## src/rtl/qctrl_pkg.sv

```systemverilog
// Shared types and constants for the quantum issue controller.
// Holds the opcode and funct3 encodings, the FSM state type and the queued-op record.
package qctrl_pkg;

  localparam logic [6:0] OPCODE_QUANTUM = 7'b0001011;
  localparam logic [2:0] QF3_MEASURE    = 3'b010;

  // Immediate width carried in a queued op; the top-level XLEN must match it.
  localparam int QIMM_W = 32;

  typedef enum logic [1:0] {
    IDLE,
    ISSUE,
    WAIT,
    WB
  } state_t;

  typedef struct packed {
    logic [2:0]        funct3;
    logic [6:0]        funct7;
    logic [4:0]        rd;
    logic [4:0]        rs1;
    logic [4:0]        rs2;
    logic [QIMM_W-1:0] imm;
  } qop_t;

  function automatic logic is_measure(input qop_t op);
    return op.funct3 == QF3_MEASURE;
  endfunction

endpackage

```

## src/rtl/qop_fifo.sv

```systemverilog
// Synchronous FIFO of queued quantum ops with show-ahead head output.
// Pointers carry one extra wrap bit so full and empty are distinguishable.
module qop_fifo
  import qctrl_pkg::*;
#(
  parameter int DEPTH = 4
) (
  input  logic clk,
  input  logic rst_n,
  input  logic i_push,
  input  qop_t i_push_data,
  input  logic i_pop,
  output qop_t o_head,
  output logic o_full,
  output logic o_empty
);

  localparam int AW = (DEPTH > 1) ? $clog2(DEPTH) : 1;

  qop_t        r_mem [DEPTH];
  logic [AW:0] r_wr_ptr;
  logic [AW:0] r_rd_ptr;

  always_ff @(posedge clk) begin
    if (!rst_n) begin
      r_wr_ptr <= '0;
      r_rd_ptr <= '0;
    end else begin
      if (i_push) r_wr_ptr <= r_wr_ptr + 1'b1;
      if (i_pop)  r_rd_ptr <= r_rd_ptr + 1'b1;
    end
  end

  always_ff @(posedge clk) begin
    if (i_push) r_mem[r_wr_ptr[AW-1:0]] <= i_push_data;
  end

  assign o_head  = r_mem[r_rd_ptr[AW-1:0]];
  assign o_empty = (r_wr_ptr == r_rd_ptr);
  assign o_full  = (r_wr_ptr[AW] != r_rd_ptr[AW]) &&
                   (r_wr_ptr[AW-1:0] == r_rd_ptr[AW-1:0]);

endmodule

```

## src/rtl/quantum_issue_ctrl.sv

```systemverilog
// Decode-stage sequencer: queues quantum ops, issues them one at a time and
// writes measurement results back, stalling decode on pending destination registers.
//
// state | meaning
// IDLE  | no op in flight; pops the FIFO head when one is queued
// ISSUE | op offered to the quantum unit (q_valid), held until q_ready
// WAIT  | op accepted by the unit, waiting for q_done
// WB    | measurement result offered to the register file (wb_valid)
module quantum_issue_ctrl
  import qctrl_pkg::*;
#(
  parameter int QDEPTH = 4,
  parameter int XLEN   = QIMM_W
) (
  input  logic            clk,
  input  logic            rst_n,
  input  logic            in_valid,
  output logic            in_ready,
  input  logic [6:0]      opcode,
  input  logic [2:0]      funct3,
  input  logic [6:0]      funct7,
  input  logic [4:0]      rd,
  input  logic [4:0]      rs1,
  input  logic [4:0]      rs2,
  input  logic [XLEN-1:0] imm,
  output logic            q_valid,
  input  logic            q_ready,
  output logic [2:0]      q_funct3,
  output logic [6:0]      q_funct7,
  output logic [4:0]      q_rs1,
  output logic [4:0]      q_rs2,
  output logic [XLEN-1:0] q_imm,
  input  logic            q_done,
  input  logic [XLEN-1:0] q_result,
  output logic            wb_valid,
  input  logic            wb_ready,
  output logic [4:0]      wb_rd,
  output logic [XLEN-1:0] wb_data,
  output logic            hazard,
  output logic            busy
);

  state_t          r_state;
  qop_t            r_iss;
  logic            r_q_valid;
  logic            r_wb_valid;
  logic [4:0]      r_wb_rd;
  logic [XLEN-1:0] r_wb_data;
  logic [31:0]     r_pending;

  logic        w_is_q;
  logic        w_is_meas;
  logic        w_hit_rs1;
  logic        w_hit_rs2;
  logic        w_hit_rd;
  logic        w_hazard;
  logic        w_full;
  logic        w_empty;
  logic        w_push;
  logic        w_pop;
  logic        w_wb_fire;
  logic [31:0] w_set_mask;
  logic [31:0] w_clr_mask;
  qop_t        w_push_op;
  qop_t        w_head;

  assign w_is_q    = (opcode == OPCODE_QUANTUM);
  assign w_is_meas = w_is_q && (funct3 == QF3_MEASURE);

  // x0 never holds a pending result, so a zero field can never stall.
  assign w_hit_rs1 = (rs1 != 5'd0) && r_pending[rs1];
  assign w_hit_rs2 = (rs2 != 5'd0) && r_pending[rs2];
  assign w_hit_rd  = (rd  != 5'd0) && r_pending[rd];
  assign w_hazard  = in_valid && (w_hit_rs1 || w_hit_rs2 || w_hit_rd);

  assign in_ready  = !w_hazard && (!w_is_q || !w_full);
  assign w_push    = in_valid && in_ready && w_is_q;
  assign w_pop     = (r_state == IDLE) && !w_empty;
  assign w_wb_fire = (r_state == WB) && wb_ready;

  always_comb begin
    w_push_op        = '0;
    w_push_op.funct3 = funct3;
    w_push_op.funct7 = funct7;
    w_push_op.rd     = rd;
    w_push_op.rs1    = rs1;
    w_push_op.rs2    = rs2;
    w_push_op.imm    = QIMM_W'(imm);
  end

  qop_fifo #(
    .DEPTH (QDEPTH)
  ) u_fifo (
    .clk         (clk),
    .rst_n       (rst_n),
    .i_push      (w_push),
    .i_push_data (w_push_op),
    .i_pop       (w_pop),
    .o_head      (w_head),
    .o_full      (w_full),
    .o_empty     (w_empty)
  );

  always_ff @(posedge clk) begin
    if (!rst_n) begin
      r_state    <= IDLE;
      r_iss      <= '0;
      r_q_valid  <= 1'b0;
      r_wb_valid <= 1'b0;
      r_wb_rd    <= '0;
      r_wb_data  <= '0;
    end else begin
      case (r_state)
        IDLE: begin
          if (!w_empty) begin
            r_iss     <= w_head;
            r_q_valid <= 1'b1;
            r_state   <= ISSUE;
          end
        end
        ISSUE: begin
          if (q_ready) begin
            r_q_valid <= 1'b0;
            r_state   <= WAIT;
          end
        end
        WAIT: begin
          if (q_done) begin
            if (is_measure(r_iss) && (r_iss.rd != 5'd0)) begin
              r_wb_valid <= 1'b1;
              r_wb_rd    <= r_iss.rd;
              r_wb_data  <= q_result;
              r_state    <= WB;
            end else begin
              r_state <= IDLE;
            end
          end
        end
        WB: begin
          if (wb_ready) begin
            r_wb_valid <= 1'b0;
            r_state    <= IDLE;
          end
        end
        default: r_state <= IDLE;
      endcase
    end
  end

  // Set and clear never collide: a pending rd blocks any new op naming it.
  assign w_set_mask = (w_push && w_is_meas && (rd != 5'd0)) ? (32'd1 << rd) : 32'd0;
  assign w_clr_mask = w_wb_fire ? (32'd1 << r_wb_rd) : 32'd0;

  always_ff @(posedge clk) begin
    if (!rst_n) begin
      r_pending <= '0;
    end else begin
      r_pending <= (r_pending & ~w_clr_mask) | w_set_mask;
    end
  end

  assign q_valid  = r_q_valid;
  assign q_funct3 = r_iss.funct3;
  assign q_funct7 = r_iss.funct7;
  assign q_rs1    = r_iss.rs1;
  assign q_rs2    = r_iss.rs2;
  assign q_imm    = XLEN'(r_iss.imm);
  assign wb_valid = r_wb_valid;
  assign wb_rd    = r_wb_rd;
  assign wb_data  = r_wb_data;
  assign hazard   = w_hazard;
  assign busy     = !w_empty || (r_state != IDLE);

endmodule

```

## config.mk

```make
export PLATFORM = sky130hd
export DESIGN_NAME = quantum_issue_ctrl
export DESIGN_NICKNAME = d
export VERILOG_FILES = /design/src/rtl/qctrl_pkg.sv /design/src/rtl/qop_fifo.sv /design/src/rtl/quantum_issue_ctrl.sv
export SDC_FILE = /design/constraint.sdc
export NUM_CORES = 1
export LEC_CHECK = 0
export CAP_MARGIN = 20
export CORE_ASPECT_RATIO = 0.8
export CORE_MARGIN = 2
export CORE_UTILIZATION = 30
export DETAILED_ROUTE_END_ITERATION = 10
export PLACE_DENSITY = 0.54
export SLEW_MARGIN = 30
export SYNTH_ARGS = -nofsm -noshare
export SYNTH_HDL_FRONTEND = slang
export SYNTH_SLANG_ARGS = --single-unit
```

## constraint.sdc

```tcl
create_clock -name clk -period 11.1 [get_ports clk]
set_input_delay 2.22 -clock clk [delete_from_list [all_inputs] [get_ports clk]]
set_output_delay 2.22 -clock clk [all_outputs]
set_load 0.005 [all_outputs]
```

==> flow_metrics.py <==
metrics = {
    "status": {
        "outcome": "finished clean",
    },
    "floorplanning": {
        "core_um2": 49500,
        "num_io_pins": 196,
        "fp.dieArea_um2": 51700,
        "row_count": 73,
        "die_y_um": 204,
        "die_x_um": 254,
        "start_util": 0.302,
    },
    "cells_and_area": {
        "n_fill_cell": 4732,
        "layout-drive-gt1-share": 0.130,
        "layout-area-overhead-vs-synth_pct": 23.8,
        "fin_area_um2": 18500,
        "fin_util": 0.374,
        "final_nets": 1332,
    },
    "power": {
        "power_w": 0.00291,
        "power.switching_w": 0.000617,
        "clkPwrFrac": 0.451,
        "ir_worst_vdd_v": 0.000116,
        "netSwitchingFraction": 0.212,
        "power_per_cell_area_nw_per_um2": 157,
        "pwr-share-seq": 0.499,
        "internal_power_w": 0.00229,
        "power_leakage_nw": 5.80,
        "pwr-share-comb": 0.050,
    },
    "clock_network": {
        "cts_made_buffers": 40,
        "cts_resized": 0,
        "clock-sinks": 363,
        "clock_path_buffers": 3,
        "cts_hold_buf": 0,
        "clk_pin_slew_ns": 0.06,
        "tritoncts": "yes",
        "postCtsSetupBuffers": 0,
        "clk_latency_ns": 0.56,
        "htreeDepth": 2,
        "cts-root-buf": "clkbuf_16",
    },
    "global_routing": {
        "grt_pass1_wl_um": 56400,
        "grt_pass1_vias": 9234,
        "grt_max_degree": 86,
        "track_usage": 0.144,
        "antenna_found_initial": 3,
        "met2_usage": 0.228,
        "met1_usage": 0.197,
        "overflow": 0,
        "grtUsageMet3": 0.0325,
        "gr-max-usage-layer": "met2",
    },
    "synth": {
        "yosysUniqueCellTypes": 55,
        "syn_inst": 1094,
        "syn_area_um2": 15000,
        "synth_edf_count": 228,
        "synth_area_per_cell_um2": 13.7,
        "synth_seq_cells": 363,
        "synth.most_common_cell": "edfxtp_1",
        "yosysSeqAreaShare": 0.638,
        "yosys.area.top_type": "edfxtp_1",
        "yosysWarnings": 0,
        "async_flop_share": 0,
        "synth_fp_nets": 1201,
        "synth_top_area_share": 0.457,
        "synthTopCellsByCount": "edfxtp_1, nand2_1, dfxtp_1, a21boi_0, mux4_2",
        "synth_ff_type": "edfxtp_1",
        "synth_area_leaders": "edfxtp_1, dfxtp_1, mux4_2",
    },
    "critical_path": {
        "worstPathMaxFanout": 14,
        "worstSetupEndpointType": "output port",
        "r2r_cells": 7,
        "critPathRequiredTime_ns": 8.88,
        "critPathKind": "input pin to output port",
        "start_kind": "input pin",
        "critPathArrivalTime_ns": 5.65,
    },
    "place": {
        "post_dp_cell_area_um2": 17200,
        "post-dp-hpwl_um": 22400,
        "port_buffers": 195,
        "gp_congestion": 0.894,
    },
    "job": {
        "cap_viol_max_count": 0,
    },
    "sta": {
        "fin_tns_setup_ns": 0,
        "rsz0062_at_grt": "no",
        "skew_ns": 0.0321,
        "slew_violations": 0,
        "fin_hold_ws_ns": 0.465,
        "period_minus_slack_ns": 7.87,
        "fin_crit_sh": 0.709,
        "clock.fmax_ghz": 0.127,
        "setup_viol": 0,
        "final_hold_viol_count": 0,
        "slew_headroom": 0.411,
        "worstMarginPinSlew_ns": 0.884,
    },
    "route": {
        "drtAntennaViolNets": 0,
        "routed_via_density": 4.74,
        "firstDrtPassIters": 5,
        "routedWlPerCell_um": 19.3,
        "wl_um": 37300,
        "drc": 0,
        "via_count": 9165,
        "drt-initial-drc-count": 598,
    },
    "hold_path": {
        "hold_path_class": "register to register",
        "holdPathStages": 2,
    },
}
==> flip-flops by register name, summed over array words and instances, names as in the netlist, 2 cells and up <==
register and count:
u_fifo.r_mem 228, u_fifo.r_wr_ptr 3, r_pending 31, q_funct7 7, wb_rd 5, q_rs1 5
r_state 2, u_fifo.r_rd_ptr 3, q_rs2 5, r_iss 5, q_imm 32, q_funct3 3
wb_data 32
==> through the flow <==
step / setup WS [ns] / cells
5_1_grt: 3.05 / 1932
4_1_cts: 3.21 / 1932
6_report: 3.23 / 1933
2_1_floorplan: 4.51 / 1094
3_5_place_dp: 3.20 / 1858
3_3_place_gp: 3.26 / 1858
==> critical path, stage by stage <==
cell and delay, ns:
clkdlybuf4s50_1 0.87, mux4_1 0.63, mux2_2 0.28, nand3b_1 0.08, and4_1 0.61, a31oi_1 0.26, a21oi_1 0.18, clkdlybuf4s50_1 0.52
==> layer usage <==
layer	part of all wire	vias up
li1	-	4256
met2	0.46	238
met3	0.058	68
met5	0.00019	-
met1	0.46	4601
met4	0.023	2
==> worst paths after layout <==
check	from	end	slack [ns]
max	rs2[0]	in_ready	3.23
min	wb_data[12]	wb_data[12]	0.47
max reg2reg	r_pending[17]	u_fifo.r_mem[2][23]	7.78
min reg2reg	wb_data[12]	wb_data[12]	0.47
==> cell usage in the layout (no fill, tap or decap), drive strengths merged, types with 4 or more instances in the layout <==
| master | instances |
|---|---|
| edfxtp | 228 |
| nand3 | 18 |
| clkbuf | 51 |
| buf | 14 |
| a21oi | 4 |
| nor2 | 25 |
| and2 | 5 |
| nand2b | 14 |
| clkinv | 14 |
| dfxtp | 135 |
| o211ai | 31 |
| clkdlybuf4s50 | 193 |
| mux4 | 71 |
| mux2 | 6 |
| a21boi | 96 |
| mux2i | 19 |
| ha | 5 |
| nand4 | 5 |
| nor3 | 6 |
| nand2 | 216 |
| o21ai | 34 |
| nor2b | 8 |
| inv | 15 |
==> cell families after synthesis <==
| logic type | after synthesis | share of synthesized area |
|---|---|---|
| buf+inv | 130 | 0.0488 |
| flops | 363 | 0.638 |
| fa+ha+maj | 5 | 0.00418 |
| compound gates | 182 | 0.0860 |
| simple gates | 313 | 0.0950 |
| xor+xnor | 5 | 0.00293 |
| mux | 96 | 0.125 |
==> power groups by stage <==
stage	clock network, W	registers (W)	logic (W)
global route	0.00141	0.00145	0.000159
detailed placement	0	0.00148	0.000147
global placement	0	0.00148	0.000145
finish	0.00131	0.00145	0.000145
CTS	0.00136	0.00145	0.000148
floorplan	0	0.00147	0.0000811
==> area by class of cell <==
class	count	area, um^2	area share
flip-flops and latches	363	9560	0.516
multi-input cells	601	4730	0.255
repair buffers	207	2050	0.111
clock buffers	51	1100	0.0595
well taps	675	845	0.0456
clock inverters	23	203	0.0109
inverters	12	45.0	0.00243
diodes	1	2.50	0.000135
Power figures use the tool's default switching activity.
